`config.mk`:
```
export PLATFORM = sky130hd
export DESIGN_NAME = mc_controller_flat
export DESIGN_NICKNAME = d
export VERILOG_FILES = /design/src/rtl/mc_ctrl_if.sv /design/src/rtl/mc_controller.sv /design/src/flat_wrapper.sv
export SDC_FILE = /design/constraint.sdc
export NUM_CORES = 1
export LEC_CHECK = 0
export ABC_AREA = 1
export CAP_MARGIN = 20
export CORE_AREA = 2 2 48 50
export CTS_CLUSTER_SIZE = 12
export DETAILED_ROUTE_END_ITERATION = 8
export DIE_AREA = 0 0 50 52
export PLACE_DENSITY = 0.84
export SETUP_SLACK_MARGIN = 0.02
export SYNTH_ARGS = -nofsm -noshare
export SYNTH_HDL_FRONTEND = slang
export SYNTH_SLANG_ARGS = --single-unit
```
`constraint.sdc`:
```
create_clock -name clk -period 1.75 [get_ports clk]
set_clock_uncertainty 0.2 [all_clocks]
set_input_delay 0.175 -clock clk [delete_from_list [all_inputs] [get_ports clk]]
set_output_delay 0.175 -clock clk [all_outputs]
set_load 0.02 [all_outputs]
```
`src/rtl/mc_ctrl_if.sv`:
```
// Control bundle between the multicycle MIPS controller and its datapath.
// The controller drives the master modport; the datapath uses the slave modport.
//   op, funct, zero  : datapath -> controller (instreg fields, ALU zero flag)
//   pcen .. illegal  : controller -> datapath (enables, mux selects, ALU op)
//   state            : controller -> observer (current FSM state, debug)
interface mc_ctrl_if;
  localparam int unsigned OP_W  = 6;
  localparam int unsigned SEL_W = 2;
  localparam int unsigned ALU_W = 3;
  localparam int unsigned ST_W  = 4;

  logic [OP_W-1:0]  op;
  logic [OP_W-1:0]  funct;
  logic             zero;

  logic             pcen;
  logic             irwrite;
  logic             iord;
  logic             memwrite;
  logic             regwrite;
  logic             regdst;
  logic             memtoreg;
  logic             alusrca;
  logic [SEL_W-1:0] alusrcb;
  logic [SEL_W-1:0] pcsrc;
  logic [ALU_W-1:0] alucontrol;
  logic             illegal;
  logic [ST_W-1:0]  state;

  modport master (
    input  op, funct, zero,
    output pcen, irwrite, iord, memwrite, regwrite, regdst, memtoreg,
           alusrca, alusrcb, pcsrc, alucontrol, illegal, state
  );

  modport slave (
    output op, funct, zero,
    input  pcen, irwrite, iord, memwrite, regwrite, regdst, memtoreg,
           alusrca, alusrcb, pcsrc, alucontrol, illegal, state
  );
endinterface

```
`src/rtl/mc_controller.sv`:
```
// Multicycle MIPS control unit: Moore main-decoder FSM plus a combinational
// ALU decoder. Sequences PC, instruction memory, instreg, register file, ALU
// and data memory, and folds wait states for clocked instruction/data memory.
//
// Parameters
//   IMEM_LAT : extra FETCH cycles before IR/PC update (0..7)
//   DMEM_LAT : extra MEMRD/MEMWR cycles (0..7)
// Optional feature
//   MC_BNE_EN : when defined, op 000101 (bne) is decoded into BNEEX;
//               otherwise bne is an illegal opcode.
// Ports
//   clk   : rising-edge clock
//   reset : synchronous, active-high
//   bus   : mc_ctrl_if.master -- op/funct/zero in; enables, selects,
//           alucontrol, illegal pulse and debug state out.
// All control outputs are Moore decodes of the state register (plus op/funct/
// zero where the datapath needs same-cycle response), so none are X after reset.
module mc_controller #(
  parameter int unsigned IMEM_LAT = 1,
  parameter int unsigned DMEM_LAT = 0
) (
  input  logic       clk,
  input  logic       reset,
  mc_ctrl_if.master  bus
);

  localparam int unsigned CNT_W = 3;
  localparam int unsigned OP_W  = 6;
  localparam int unsigned ALU_W = 3;
  localparam int unsigned SEL_W = 2;

  localparam logic [CNT_W-1:0] IMEM_LAST = CNT_W'(IMEM_LAT);
  localparam logic [CNT_W-1:0] DMEM_LAST = CNT_W'(DMEM_LAT);

  // Opcodes
  localparam logic [OP_W-1:0] OP_RTYPE = 6'b000000;
  localparam logic [OP_W-1:0] OP_LW    = 6'b100011;
  localparam logic [OP_W-1:0] OP_SW    = 6'b101011;
  localparam logic [OP_W-1:0] OP_BEQ   = 6'b000100;
  localparam logic [OP_W-1:0] OP_ADDI  = 6'b001000;
  localparam logic [OP_W-1:0] OP_J     = 6'b000010;
`ifdef MC_BNE_EN
  localparam logic [OP_W-1:0] OP_BNE   = 6'b000101;
`endif

  // R-type function codes
  localparam logic [OP_W-1:0] FN_ADD = 6'b100000;
  localparam logic [OP_W-1:0] FN_SUB = 6'b100010;
  localparam logic [OP_W-1:0] FN_AND = 6'b100100;
  localparam logic [OP_W-1:0] FN_OR  = 6'b100101;
  localparam logic [OP_W-1:0] FN_SLT = 6'b101010;

  // ALU control codes
  localparam logic [ALU_W-1:0] ALU_ADD = 3'b010;
  localparam logic [ALU_W-1:0] ALU_SUB = 3'b110;
  localparam logic [ALU_W-1:0] ALU_AND = 3'b000;
  localparam logic [ALU_W-1:0] ALU_OR  = 3'b001;
  localparam logic [ALU_W-1:0] ALU_SLT = 3'b111;

  // Mux select encodings
  localparam logic [SEL_W-1:0] SRCB_RT    = 2'b00;
  localparam logic [SEL_W-1:0] SRCB_FOUR  = 2'b01;
  localparam logic [SEL_W-1:0] SRCB_IMM   = 2'b10;
  localparam logic [SEL_W-1:0] SRCB_IMMSH = 2'b11;
  localparam logic [SEL_W-1:0] PC_ALU     = 2'b00;
  localparam logic [SEL_W-1:0] PC_ALUOUT  = 2'b01;
  localparam logic [SEL_W-1:0] PC_JUMP    = 2'b10;

  typedef enum logic [3:0] {
    S_FETCH   = 4'd0,
    S_DECODE  = 4'd1,
    S_MEMADR  = 4'd2,
    S_MEMRD   = 4'd3,
    S_MEMWB   = 4'd4,
    S_MEMWR   = 4'd5,
    S_RTYPEEX = 4'd6,
    S_RTYPEWB = 4'd7,
    S_BEQEX   = 4'd8,
    S_ADDIEX  = 4'd9,
    S_ADDIWB  = 4'd10,
    S_JEX     = 4'd11
`ifdef MC_BNE_EN
    , S_BNEEX = 4'd12
`endif
  } state_e;

  state_e            state_q, state_d;
  logic [CNT_W-1:0]  cnt_q, cnt_d;

  logic              pcwrite;
  logic              branch;
  logic              br_on_ne;
  logic              pcen;
  logic              irwrite;
  logic              iord;
  logic              memwrite;
  logic              regwrite;
  logic              regdst;
  logic              memtoreg;
  logic              alusrca;
  logic [SEL_W-1:0]  alusrcb;
  logic [SEL_W-1:0]  pcsrc;
  logic [ALU_W-1:0]  alucontrol;
  logic              illegal;

  // State and wait-counter registers
  always_ff @(posedge clk) begin
    if (reset) begin
      state_q <= S_FETCH;
      cnt_q   <= '0;
    end else begin
      state_q <= state_d;
      cnt_q   <= cnt_d;
    end
  end

  // Next-state and Moore output decode
  always_comb begin
    state_d    = state_q;
    cnt_d      = cnt_q;
    pcwrite    = 1'b0;
    branch     = 1'b0;
    br_on_ne   = 1'b0;
    irwrite    = 1'b0;
    iord       = 1'b0;
    memwrite   = 1'b0;
    regwrite   = 1'b0;
    regdst     = 1'b0;
    memtoreg   = 1'b0;
    alusrca    = 1'b0;
    alusrcb    = SRCB_RT;
    pcsrc      = PC_ALU;
    alucontrol = ALU_AND;
    illegal    = 1'b0;

    unique case (state_q)
      // PC+4 computed every fetch cycle; IR and PC only load on the last one
      S_FETCH: begin
        alusrcb    = SRCB_FOUR;
        alucontrol = ALU_ADD;
        if (cnt_q == IMEM_LAST) begin
          irwrite = 1'b1;
          pcwrite = 1'b1;
          cnt_d   = '0;
          state_d = S_DECODE;
        end else begin
          cnt_d = cnt_q + CNT_W'(1);
        end
      end

      // Branch target precomputed into ALUOut while decoding
      S_DECODE: begin
        alusrcb    = SRCB_IMMSH;
        alucontrol = ALU_ADD;
        case (bus.op)
          OP_LW, OP_SW: state_d = S_MEMADR;
          OP_RTYPE:     state_d = S_RTYPEEX;
          OP_BEQ:       state_d = S_BEQEX;
          OP_ADDI:      state_d = S_ADDIEX;
          OP_J:         state_d = S_JEX;
`ifdef MC_BNE_EN
          OP_BNE:       state_d = S_BNEEX;
`endif
          default: begin
            // Unknown opcode retires as a NOP
            illegal = 1'b1;
            state_d = S_FETCH;
          end
        endcase
      end

      S_MEMADR: begin
        alusrca    = 1'b1;
        alusrcb    = SRCB_IMM;
        alucontrol = ALU_ADD;
        state_d    = (bus.op == OP_SW) ? S_MEMWR : S_MEMRD;
      end

      S_MEMRD: begin
        iord = 1'b1;
        if (cnt_q == DMEM_LAST) begin
          cnt_d   = '0;
          state_d = S_MEMWB;
        end else begin
          cnt_d = cnt_q + CNT_W'(1);
        end
      end

      S_MEMWB: begin
        memtoreg = 1'b1;
        regwrite = 1'b1;
        state_d  = S_FETCH;
      end

      // Address held for the whole access; the strobe only fires once
      S_MEMWR: begin
        iord = 1'b1;
        if (cnt_q == DMEM_LAST) begin
          memwrite = 1'b1;
          cnt_d    = '0;
          state_d  = S_FETCH;
        end else begin
          cnt_d = cnt_q + CNT_W'(1);
        end
      end

      S_RTYPEEX: begin
        alusrca = 1'b1;
        alusrcb = SRCB_RT;
        case (bus.funct)
          FN_ADD:  alucontrol = ALU_ADD;
          FN_SUB:  alucontrol = ALU_SUB;
          FN_AND:  alucontrol = ALU_AND;
          FN_OR:   alucontrol = ALU_OR;
          FN_SLT:  alucontrol = ALU_SLT;
          default: begin
            // Unknown funct still executes as add and writes back
            alucontrol = ALU_ADD;
            illegal    = 1'b1;
          end
        endcase
        state_d = S_RTYPEWB;
      end

      S_RTYPEWB: begin
        regdst   = 1'b1;
        regwrite = 1'b1;
        state_d  = S_FETCH;
      end

      S_BEQEX: begin
        alusrca    = 1'b1;
        alusrcb    = SRCB_RT;
        alucontrol = ALU_SUB;
        pcsrc      = PC_ALUOUT;
        branch     = 1'b1;
        state_d    = S_FETCH;
      end

`ifdef MC_BNE_EN
      S_BNEEX: begin
        alusrca    = 1'b1;
        alusrcb    = SRCB_RT;
        alucontrol = ALU_SUB;
        pcsrc      = PC_ALUOUT;
        branch     = 1'b1;
        br_on_ne   = 1'b1;
        state_d    = S_FETCH;
      end
`endif

      S_ADDIEX: begin
        alusrca    = 1'b1;
        alusrcb    = SRCB_IMM;
        alucontrol = ALU_ADD;
        state_d    = S_ADDIWB;
      end

      S_ADDIWB: begin
        regwrite = 1'b1;
        state_d  = S_FETCH;
      end

      S_JEX: begin
        pcsrc   = PC_JUMP;
        pcwrite = 1'b1;
        state_d = S_FETCH;
      end

      // Unreachable encodings recover to a clean fetch
      default: begin
        cnt_d   = '0;
        state_d = S_FETCH;
      end
    endcase

    // Reset is synchronous, so suppress every write in the cycle it is seen
    if (reset) begin
      pcwrite  = 1'b0;
      branch   = 1'b0;
      irwrite  = 1'b0;
      memwrite = 1'b0;
      regwrite = 1'b0;
      illegal  = 1'b0;
    end

    pcen = pcwrite | (branch & (br_on_ne ? ~bus.zero : bus.zero));
  end

  // Drive the interface
  assign bus.pcen       = pcen;
  assign bus.irwrite    = irwrite;
  assign bus.iord       = iord;
  assign bus.memwrite   = memwrite;
  assign bus.regwrite   = regwrite;
  assign bus.regdst     = regdst;
  assign bus.memtoreg   = memtoreg;
  assign bus.alusrca    = alusrca;
  assign bus.alusrcb    = alusrcb;
  assign bus.pcsrc      = pcsrc;
  assign bus.alucontrol = alucontrol;
  assign bus.illegal    = illegal;
  assign bus.state      = state_q;

endmodule

```
`src/flat_wrapper.sv`:
```
// flat-port wrapper written by rule: the top's interface ports become plain ports
module mc_controller_flat 
#(
  parameter int unsigned IMEM_LAT = 1,
  parameter int unsigned DMEM_LAT = 0
)
  (clk, reset, bus_op, bus_funct, bus_zero, bus_pcen, bus_irwrite, bus_iord, bus_memwrite, bus_regwrite, bus_regdst, bus_memtoreg, bus_alusrca, bus_alusrcb, bus_pcsrc, bus_alucontrol, bus_illegal, bus_state);
  mc_ctrl_if bus_i ();
  input  logic clk;
  input  logic reset;
  input wire logic [$bits(bus_i.op)-1:0] bus_op;
  input wire logic [$bits(bus_i.funct)-1:0] bus_funct;
  input wire logic [$bits(bus_i.zero)-1:0] bus_zero;
  output wire logic [$bits(bus_i.pcen)-1:0] bus_pcen;
  output wire logic [$bits(bus_i.irwrite)-1:0] bus_irwrite;
  output wire logic [$bits(bus_i.iord)-1:0] bus_iord;
  output wire logic [$bits(bus_i.memwrite)-1:0] bus_memwrite;
  output wire logic [$bits(bus_i.regwrite)-1:0] bus_regwrite;
  output wire logic [$bits(bus_i.regdst)-1:0] bus_regdst;
  output wire logic [$bits(bus_i.memtoreg)-1:0] bus_memtoreg;
  output wire logic [$bits(bus_i.alusrca)-1:0] bus_alusrca;
  output wire logic [$bits(bus_i.alusrcb)-1:0] bus_alusrcb;
  output wire logic [$bits(bus_i.pcsrc)-1:0] bus_pcsrc;
  output wire logic [$bits(bus_i.alucontrol)-1:0] bus_alucontrol;
  output wire logic [$bits(bus_i.illegal)-1:0] bus_illegal;
  output wire logic [$bits(bus_i.state)-1:0] bus_state;
  assign bus_i.op = bus_op;
  assign bus_i.funct = bus_funct;
  assign bus_i.zero = bus_zero;
  assign bus_pcen = bus_i.pcen;
  assign bus_irwrite = bus_i.irwrite;
  assign bus_iord = bus_i.iord;
  assign bus_memwrite = bus_i.memwrite;
  assign bus_regwrite = bus_i.regwrite;
  assign bus_regdst = bus_i.regdst;
  assign bus_memtoreg = bus_i.memtoreg;
  assign bus_alusrca = bus_i.alusrca;
  assign bus_alusrcb = bus_i.alusrcb;
  assign bus_pcsrc = bus_i.pcsrc;
  assign bus_alucontrol = bus_i.alucontrol;
  assign bus_illegal = bus_i.illegal;
  assign bus_state = bus_i.state;
  mc_controller #(.IMEM_LAT(IMEM_LAT), .DMEM_LAT(DMEM_LAT)) u_core (.clk(clk), .reset(reset), .bus(bus_i));
endmodule
```
* After elaboration in Yosys (flattened, before gate mapping) *
Cells that the tools add are included.

storage, ports and cells
  register bits = 7
  output and inout bits = 20
  word-level logic and storage cells = 76
  input port bits = 15

operators by class
  bitwise gates (word level) = 2
  $add $sub $neg = 1
  reductions and logical operators = 13
  multiplexer cells = 33
  equal/unequal tests = 25

operators by type and width
  cell                                                   number
  == test 6 bit, second input constant                   7
  one-hot mux 4 bit (7 select lines)                     1
  one-hot mux 4 bit (5 select lines)                     1
  two-way mux 1 bit                                      18
  one-hot mux 3 bit (3 select lines)                     2
  == test 4 x 3 -> 1 bit, second input constant          4
  == test 4 bit, second input constant                   4
  two-way mux 4 bit                                      3
  one-hot mux 3 bit (4 select lines)                     1
  two-way mux 3 bit                                      3
  OR reduction 9 bit                                     1
  == test 4 x 2 -> 1 bit, second input constant          2
  OR reduction 4 bit                                     2
  == test 6 x 2 -> 1 bit, second input constant          1
  == test 6 x 3 -> 1 bit, second input constant          1
  == test 6 x 4 -> 1 bit, second input constant          1
  zero test 6 bit                                        1
  inequality test 2 x 1 -> 1 bit, second input constant  3
  one-hot mux 2 bit (3 select lines)                     1
  OR reduction 2 bit                                     3
  OR reduction 6 bit                                     1
  OR reduction 5 bit                                     1
  == test 4 x 1 -> 1 bit, second input constant          1
  zero test 4 bit                                        1
  9 further kinds                                        10

* Depth between registers and ports, before layout *
  depth in word-level cells = 5
  depth in mapped cells = 9
  depth with buffers taken out = 9

* Least setup slack after synthesis *
No wires, ideal clock.

  kind = reg2out
  start point = register u_core.state_q[3], in the netlist u_core.bus.state[3]
  end point = output port bus_pcen
  cell stages (with the launch flop) = 7
  arrival time = 1.585 ns
  setup slack = -0.210 ns
  path through = dfxtp_1 -> inv_1 -> nor2_1 -> nand2_1 -> inv_1 -> a21oi_1 -> o21ai_0

on the way
  longest elaborated chain between the ends = 5

RTL lines
  what                    RTL line              RTL
  from (decl)             mc_controller.sv:87   state_e state_q, state_d;
  from (signal assigned)  mc_controller.sv:112  state_q <= state_d;
  == test 4 bit           mc_controller.sv:136  unique case (state_q)
  two-way mux 1 bit       mc_controller.sv:136
  two-way mux 1 bit       mc_controller.sv:278  if (reset) begin
  bitwise AND 1 bit       mc_controller.sv:287  pcen = pcwrite | (branch & (br_on_ne ? ~bus.zero : bus.zero));
  OR 1 bit (*)            mc_controller.sv:287
  to (decl)               flat_wrapper.sv:14    output wire logic [$bits(bus_i.pcen)-1:0] bus_pcen;

Mark *: on every way between the ends. The rest lies on a longest branch, timed or not.

* Worst setup path in the final report *
  start point = register u_core.state_q[0], in the netlist u_core.bus.state[0]
  end point = output port bus_illegal

on the way
  longest elaborated chain between the ends = 3

RTL lines
  what                                                              RTL line              RTL
  == test 4 x 3 -> 1 bit or == test 4 x 1 -> 1 bit (tied branches)  mc_controller.sv:136
  one-hot mux 1 bit (2 select lines) (*)                            mc_controller.sv:136
  two-way mux 1 bit (*)                                             mc_controller.sv:278
  to (decl)                                                         flat_wrapper.sv:25    output wire logic [$bits(bus_i.illegal)-1:0] bus_illegal;

Marked as above.

==> flow_summary.toml <==
[grt]
antenna_found_initial = 0
grt_pass1_wl_um = 4990
grtUsageTotal = 0.246
grt_overflow = 0
grt_max_degree = 7
grt_pass1_vias = 1216

[detailed_routing]
drtIter0Drc = 55
ant_nets = 0
routed_via_density = 4.98
drt-total-wl_um = 3170
drt_first_pass_iters = 4
vias = 1329
drc = 0
wl_per_cell_um = 11.9

[critical_path]
worst_setup_path_end_kind = "output port"
cp_max_fo = 4
critPathKind = "register to output port"
cp-start-kind = "register"
r2r_cells = 8
r2r-start = "u_core.bus.state[0]"
crit_start = "u_core.bus.state[0]"
cp.arrival_ps = 1400
crit_required_ps = 1370

[run_status]
violations = "negative setup slack"
outcome = "complete, but fails checks"

[clock_tree]
clockRootBuffer = "clkbuf_4"
ctsHoldBuffers = 0
clock_path_buffers = 2
cts_tree = "yes"
cts_buffers = 3
clk_pin_slew_ps = 60
clock_sinks = 7
h-tree-depth = 1
clkLatencyLatePin_ps = 270

[synthesis]
syn_nets = 176
syn_area_per_cell_um2 = 5.23
synth-edff-count = 0
syn-instance-count = 158
yosysWarnings = 0
synth_cell_types = 22
ys_seq_elements = 7
synthFlopType = "dfxtp_1"
ys_seq_area_frac = 0.170
netlist_area_um2 = 826
synthArstFlopShare = 0

[final_layout]
post-route-cell-area_um2 = 1630
final_util = 0.772
n_antenna_cell = 0
drive_above_1_share = 0.444
syn_to_final_growth_pct = 97.0
nets = 258

[pwr]
leakagePower_uw = 0.000901
powerDensity_nw_per_um2 = 850
switchingPower_uw = 643
p_clk_frac = 0.112
combPwrFrac = 0.709
switching_share = 0.465
ir_worst_vdd_v = 0.000907
p_int_uw = 740
seq_power_share = 0.179

[floorplanning]
initial_core_util = 0.392
rows = 17
dieArea_um2 = 2600
design.core.area_um2 = 2110
fp.dieW_um = 50
io_pins = 35
die_y_um = 52

[timing]
holdWs_ps = 203
final_max_slew_viol_count = 0
hold_viol_final = 0
fin_crit_sh = 1.02
post-route-min-period_ps = 1780
rsz0062_at_grt = "yes"
tightest_slew_ps = 301
max_freq_mhz = 563
fin_ws_ps = -26.8
relSlewSlack = 0.798
setup_viol = 4

[placement]
dp_hpwl_um = 2410
gp_congestion = 0.897
io_buffers = 34
post_dp_cell_area_um2 = 1520

[min_path]
hold_depth = 5
hold_class = "input pin to register"
min-delay-start = "bus_op[3]"

[job]
maxCapViolCount = 0
-- critical path, stage by stage, from the launching register on --
cell     delay (ps)
dfxtp_4         360
inv_2            80
nand2_4          80
nor2_4          150
nand2_1          80
nor2_1           80
a21oi_1          40
nor2_1          110
buf_4           150
-- metrics by stage --
| stage | instances | TNS (ps) | setup slack, ps | power [uW] |
|---|---|---|---|---|
| 2_1_floorplan | 158 | -60.9 | -60.9 | 690 |
| 3_3_place_gp | 261 | -3260 | -450 | 1100 |
| 3_5_place_dp | 261 | -3770 | -471 | 1140 |
| 4_1_cts | 266 | -49.3 | -49.3 | 1310 |
| 5_1_grt | 267 | -361 | -71.2 | 1480 |
| 6_report | 267 | -50.4 | -26.8 | 1380 |
-- area by class of cell --
cell class	count	area, um2
Clock buffer	4	26.3
Tap cell	28	35.0
Sequential cell	7	153
Multi-Input combinational cell	123	679
Inverter	27	106
Timing Repair Buffer	78	627
Fill cell	139	479
-- power groups by stage --
stage	combinational, uW	sequential (uW)	clock, uW
after floorplan	432	258	0
after global placement	872	233	0
after detailed placement	899	237	0
after CTS	920	237	154
after global routing	1060	253	163
final	980	248	155
-- synthesized netlist by cell type (all sizes together) (2+ instances only) --
| cell | instances | area [um2] |
|---|---|---|
| nand2 | 42 | 168 |
| nand3 | 10 | 50.1 |
| inv | 27 | 101 |
| dfxtp | 7 | 140 |
| a21oi | 12 | 60.1 |
| o21ai | 10 | 50.0 |
| nor3 | 2 | 10.0 |
| nor2 | 36 | 150 |
| ha | 3 | 37.5 |
| nand4 | 2 | 12.5 |
-- path summary, 6_finish.rpt --
| kind | endpoint | slack [ps] |
|---|---|---|
| setup / recovery | bus_illegal | -30 |
| setup reg to reg | u_core.cnt_q[0] | 90 |
| hold / removal | u_core.bus.state[3] | 200 |
| hold reg to reg | u_core.cnt_q[1] | 400 |
-- timing repair --
item,4_1_cts,5_1_grt
endpoints found under the setup margin,19,16
gates resized for setup,93,32
pin swaps,1,7
buffers inserted,1,1
-- flip-flops by register name (all words and copies together) (netlist names) --
register / flops
u_core.cnt_q: 3
u_core.bus.state: 4
-- placed cells by master (no fill, tap or decap), types with 2 or more instances in the layout --
| cell | count |
|---|---|
| dfxtp_4 | 3 |
| nand2_1 | 32 |
| inv_2 | 7 |
| inv_1 | 18 |
| ha_1 | 3 |
| dlygate4sd2_1 | 3 |
| dlymetal6s2s_1 | 6 |
| inv_4 | 2 |
| nor2_2 | 10 |
| nand3_1 | 10 |
| nor2_4 | 6 |
| a21oi_1 | 10 |
| clkbuf_4 | 3 |
| clkdlybuf4s50_1 | 9 |
| nand4_1 | 2 |
| nand2_2 | 8 |
| nand2_4 | 2 |
| buf_4 | 49 |
| buf_2 | 9 |
| o21ai_0 | 5 |
| a21oi_2 | 2 |
| o21ai_1 | 5 |
| dfxtp_1 | 3 |
| nor2_1 | 20 |
-- logic make-up after synthesis --
group | after synthesis | share of synthesized area
adder cells (fa/ha/maj) | 3 | 0.0455
AO/OA/AOI/OAI | 24 | 0.150
buffers and inverters | 28 | 0.127
AND/OR/NAND/NOR | 95 | 0.497
XOR/XNOR | 1 | 0.0106
flip-flops | 7 | 0.170
-- layer usage --
metal  vias up  global-route usage  wire, um
li1        664                   -         -
met1       608               0.301      1310
met2        51               0.434      1610
met3         6              0.0489       215
met4         0              0.0694        34
met5         -                   0         0
Note: power is estimated with default switching activity, not from simulation.
==> variant 1 (config.mk and constraints unchanged) <==
`SEL_W` is set to 2 in 2 places; all go to 3.
--- a/src/rtl/mc_ctrl_if.sv
+++ b/src/rtl/mc_ctrl_if.sv
@@ -6,5 +6,5 @@
 interface mc_ctrl_if;
   localparam int unsigned OP_W  = 6;
-  localparam int unsigned SEL_W = 2;
+  localparam int unsigned SEL_W = 3;
   localparam int unsigned ALU_W = 3;
   localparam int unsigned ST_W  = 4;
--- a/src/rtl/mc_controller.sv
+++ b/src/rtl/mc_controller.sv
@@ -28,5 +28,5 @@
   localparam int unsigned OP_W  = 6;
   localparam int unsigned ALU_W = 3;
-  localparam int unsigned SEL_W = 2;
+  localparam int unsigned SEL_W = 3;
 
   localparam logic [CNT_W-1:0] IMEM_LAST = CNT_W'(IMEM_LAT);
Ports: changed (resized bus_alusrcb and bus_pcsrc); port bits go from 35 to 37. The function was not compared with the original's and may differ.
==> variant 1 against the original RTL <==
- total power grew 12%
- largest power group unchanged
- sequential cell count stayed put
- critical endpoint unchanged
- largest cell class unchanged
- routed wire length up 34%
- design area increased by 9.0%
- worst setup slack lost 0.045 ns
- the run still ends with negative setup slack left
- synthesized area increased by 2.3%
- register-to-register slack got worse by 0.04 ns
==> variant 1: results (changes against the original RTL) <==
[outcome]
outcome=finished, violations left
violations=negative setup slack

[global_routing]
grt_usage=0.2834  ; +0.03718
grt_max_degree=8  ; +1
grt_pass1_vias=1320  ; +8.6%

[placed_design]
hpwl_microns=2473  ; +2.8%
gp_congestion=0.9203  ; +2.6%
place_inst=264  ; +1.1%

[routing]
first_pass_iters=5  ; +1
wl_microns=4263  ; +34%
drt_iter0_markers=68  ; +24%
wl_per_cell_microns=15.56  ; +31%

[sta]
setup_ws_ns=-0.07217  ; -0.04541 ns
setup_violations=5  ; +1
finalSetupTns_ns=-0.1970  ; -0.1465 ns

[critical_path]
path_delay_family=buffers and inverters
crit_arrival_ns=1.45  ; +0.05 ns
crit_buf_inv=4  ; +2

[layout]
fillCellCount=116  ; -17%
drive_gt1_frac=0.5081  ; +0.06462
final_nets=265  ; +2.7%

[logic_synthesis]
synth-seq-area-share=0.1659  ; -0.003771
avgSynthCellArea_sq_um=5.246  ; +0.37%
synthTopCellsByArea=nand2_1, dfxtp_1, nor2_1

[power_and_ir_drop]
p_leak_nw=0.9738  ; +8.1%
p_sw_frac=0.4917  ; +0.02704

## variant 1: worst paths after layout
path / startpoint / to / slack, ns / depth (start not counted)
max: u_core.bus.state[1] / bus_illegal / -0.07 / 9
min: bus_op[2] / u_core.bus.state[3] / 0.31 / 4
max reg2reg: u_core.bus.state[0] / u_core.cnt_q[0] / 0.05 / 8
min reg2reg: u_core.cnt_q[1] / u_core.cnt_q[1] / 0.42 / 3
## variant 1: cell type report
cell class,count,area share
Inverter,27,0.06281
Clock buffer,4,0.01482
Tap cell,28,0.01976
Timing Repair Buffer,83,0.3931
Sequential cell,7,0.08751
Multi-Input combinational cell,125,0.4220
## variant 1: power by group through the flow
stage               Sequential [mW]  Clock (mW)  Combinational (mW)
floorplan                     0.258           0               0.439
global placement              0.232           0               0.871
detailed placement            0.235           0               0.916
CTS                           0.237       0.155               0.921
global route                  0.261       0.163                1.20
finish                        0.258       0.154                1.13
## variant 1: cell families after synthesis
kind of cell | Yosys count | synth area share
other cells | 1 | 0.004440
xor+xnor | 1 | 0.01037
compound gates | 24 | 0.1467
flops | 7 | 0.1659
fa+ha+maj | 3 | 0.04445
buf+inv | 30 | 0.1422
simple gates | 95 | 0.4859
## variant 1: routing by layer
| layer | GRT usage | wire (microns) |
|---|---|---|
| met2 | 0.5439 | 2194 |
| met1 | 0.3164 | 1657 |
| met5 | 0 | 0 |
| met3 | 0.03736 | 322 |
| met4 | 0.09722 | 89 |
## variant 1: what timing repair did
| item | CTS | global route |
|---|---|---|
| setup endpoints to repair | 18 | 20 |
| hold buffers | 0 | 0 |
| pin swaps | 7 | 18 |
| gates cloned | 0 | 0 |
| buffers inserted | 3 | 4 |
| gates resized for setup | 96 | 65 |
==> variant 2 (same settings) <==
Without the edit above. Reset style: asynchronous (`reset`), changed in one clocked block.
--- a/src/rtl/mc_controller.sv
+++ b/src/rtl/mc_controller.sv
@@ -105,5 +105,5 @@
 
   // State and wait-counter registers
-  always_ff @(posedge clk) begin
+  always_ff @(posedge clk or posedge reset) begin
     if (reset) begin
       state_q <= S_FETCH;
Check against the original RTL: differs if reset is asserted again (counterexample within 4 cycles, from zero or initial values and one cycle with reset high); with reset held inactive, the same outputs for 10 cycles.
==> variant 2 against the original RTL <==
- the flow still finishes with violations (negative setup slack)
- worst hold slack improved by 0.16 ns
- synthesized area rose by 8.0%
- sequential cell count did not move
- design area rose by 14%
- utilization rose by 11 points
- worst setup slack got worse by 0.21 ns
- routed wire length rose by 49%
Power is not compared: it rests on default switching activity, and its combinational part moved more than twofold at a synthesized area within 25%.
==> variant 2: results (changes against the original RTL) <==
[outcome]
outcome=finished, violations left
violations=negative setup slack

[logic_synthesis]
synth_fa_ha_area_frac=0.04208  ; -0.003379
syn_nets=161  ; -8.5%
synth_xor_area_frac=0.009818  ; -0.0007884
synth-compound-area-share=0.1248  ; -0.02518
synthTopCellsByArea=dfrtp_1, nand2_1, inv_1
synth.distinct_cells=24  ; +9.1%
async_flop_share=1.000  ; +1.000
synth-seq-area-share=0.1964  ; +0.02666
synth_common_cells=nand2_1, inv_1, nor2_1

[critical_path]
critPathMaxFanout=6  ; +2
slowest_stage=dfrtp_1
r2r_setup_slack_ns=-0.03  ; -0.12 ns
timing.rr.end=u_core.cnt_q[2]
reg2reg_depth=9  ; +1
crit_arrival_ns=1.61  ; +0.21 ns
worstReg2RegStart=u_core.bus.state[3]
path_delay_family=buffers and inverters

[clock_network]
worstSkewPairLatency_ns=0.25  ; -0.02 ns
cts_buffer_depth=2  ; unchanged

[global_routing]
grt_max_degree=8  ; +1
grt_usage=0.2817  ; +0.03550
antenna_found_initial=0  ; unchanged
grt_pass1_vias=1310  ; +7.7%
grt_pass1_wl_microns=5492  ; +10%

[placed_design]
io_buffers=34  ; unchanged
hpwl_microns=2522  ; +4.9%
gp_congestion=0.8590  ; -4.3%
post-place-ws_ns=-0.5103  ; -0.03972 ns

[sta]
finalSetupTns_ns=-1.462  ; -1.412 ns
max_slew_margin=0.7567  ; -0.04148
setup_violations=13  ; +9
hold-worst-slack_ns=0.3620  ; +0.1589 ns
setup_ws_ns=-0.2359  ; -0.2091 ns

[routing]
wl_per_cell_microns=18.08  ; +52%
first_pass_iters=6  ; +2
drt_iter0_markers=79  ; +44%
avgViaCountPerCell=5.603  ; +13%

[layout]
final_nets=253  ; -1.9%
fillCellCount=90  ; -35%
drive_gt1_frac=0.5256  ; +0.08213

[min_path]
hold_class=primary input to async pin

[power_and_ir_drop]
p_sw_frac=0.5147

-- variant 2: cell types whose count changed after synthesis, sizes merged, moves of 3 or more --
| cell | unedited run | this run |
|---|---|---|
| nor2 | 36 | 28 |
| dfrtp | 0 | 7 |
| dfxtp | 7 | 0 |
| a21oi | 12 | 6 |
| nand2 | 42 | 39 |
| nand3 | 10 | 13 |
-- variant 2: how the worst max path moves through the flow --
stage                        end                start
2_1_floorplan           bus_pcen  u_core.bus.state[1]
3_5_place_dp         bus_illegal            bus_op[1]
4_1_cts              bus_illegal  u_core.bus.state[1]
6_report       bus_alucontrol[1]  u_core.bus.state[1]
3_3_place_gp         bus_illegal            bus_op[3]
5_1_grt              bus_illegal  u_core.bus.state[1]
-- variant 2: what timing repair did --
| item | in CTS | in global routing |
|---|---|---|
| setup buffers | 5 | 7 |
| gates resized for setup | 104 | 33 |
| setup endpoints to repair | 19 | 22 |
| pin swaps | 8 | 3 |
-- variant 2: power by group through the flow --
stage                     Clock, mW  Combinational (mW)  Sequential [mW]
after floorplan                   0                1.00            0.338
after global placement            0                1.89            0.291
after detailed placement          0                1.95            0.298
after CTS                     0.150                2.05            0.300
after global routing          0.160                2.60            0.304
final                         0.146                2.49            0.300
-- variant 2: cells by family (layout without fill, tap and decap cells) --
group           Yosys count  in the layout
xor+xnor                  1              1
buf+inv                  28            119
simple gates             86             86
flops                     7              7
compound gates           18             18
fa+ha+maj                 3              3
-- variant 2: final cells by class --
class	instances	area, sq um	share of cell area
Clock buffer	4	26.28	0.01413
Inverter	27	108.9	0.05855
Multi-Input combinational cell	108	742.0	0.3991
Sequential cell	7	177.7	0.09556
Tap cell	28	35.03	0.01884
Timing Repair Buffer	88	769.5	0.4139
-- variant 2: worst reg2reg max path, cell delays in order, from the launching register on --
cell and delay [ns]:
dfrtp_2 0.43, inv_4 0.09, buf_6 0.11, nor2_4 0.04, buf_4 0.12, buf_4 0.12
o21ai_0 0.21, nand2_1 0.16, nand2_1 0.12, o21ai_2 0.06
-- variant 2: per-stage QoR --
stage | cell area, sq um | std cells
3_3_place_gp | 1618 | 246
3_5_place_dp | 1618 | 246
6_report | 1859 | 262
2_1_floorplan | 925.9 | 143
4_1_cts | 1705 | 255
5_1_grt | 1859 | 262
-- variant 2: routing by layer --
layer,vias to the layer above,share of wire,track usage
met2,120,0.49,0.5307
met4,0,0.095,0.2222
met3,54,0.092,0.04310
met1,660,0.32,0.2713
li1,634,-,-
met5,-,0,0
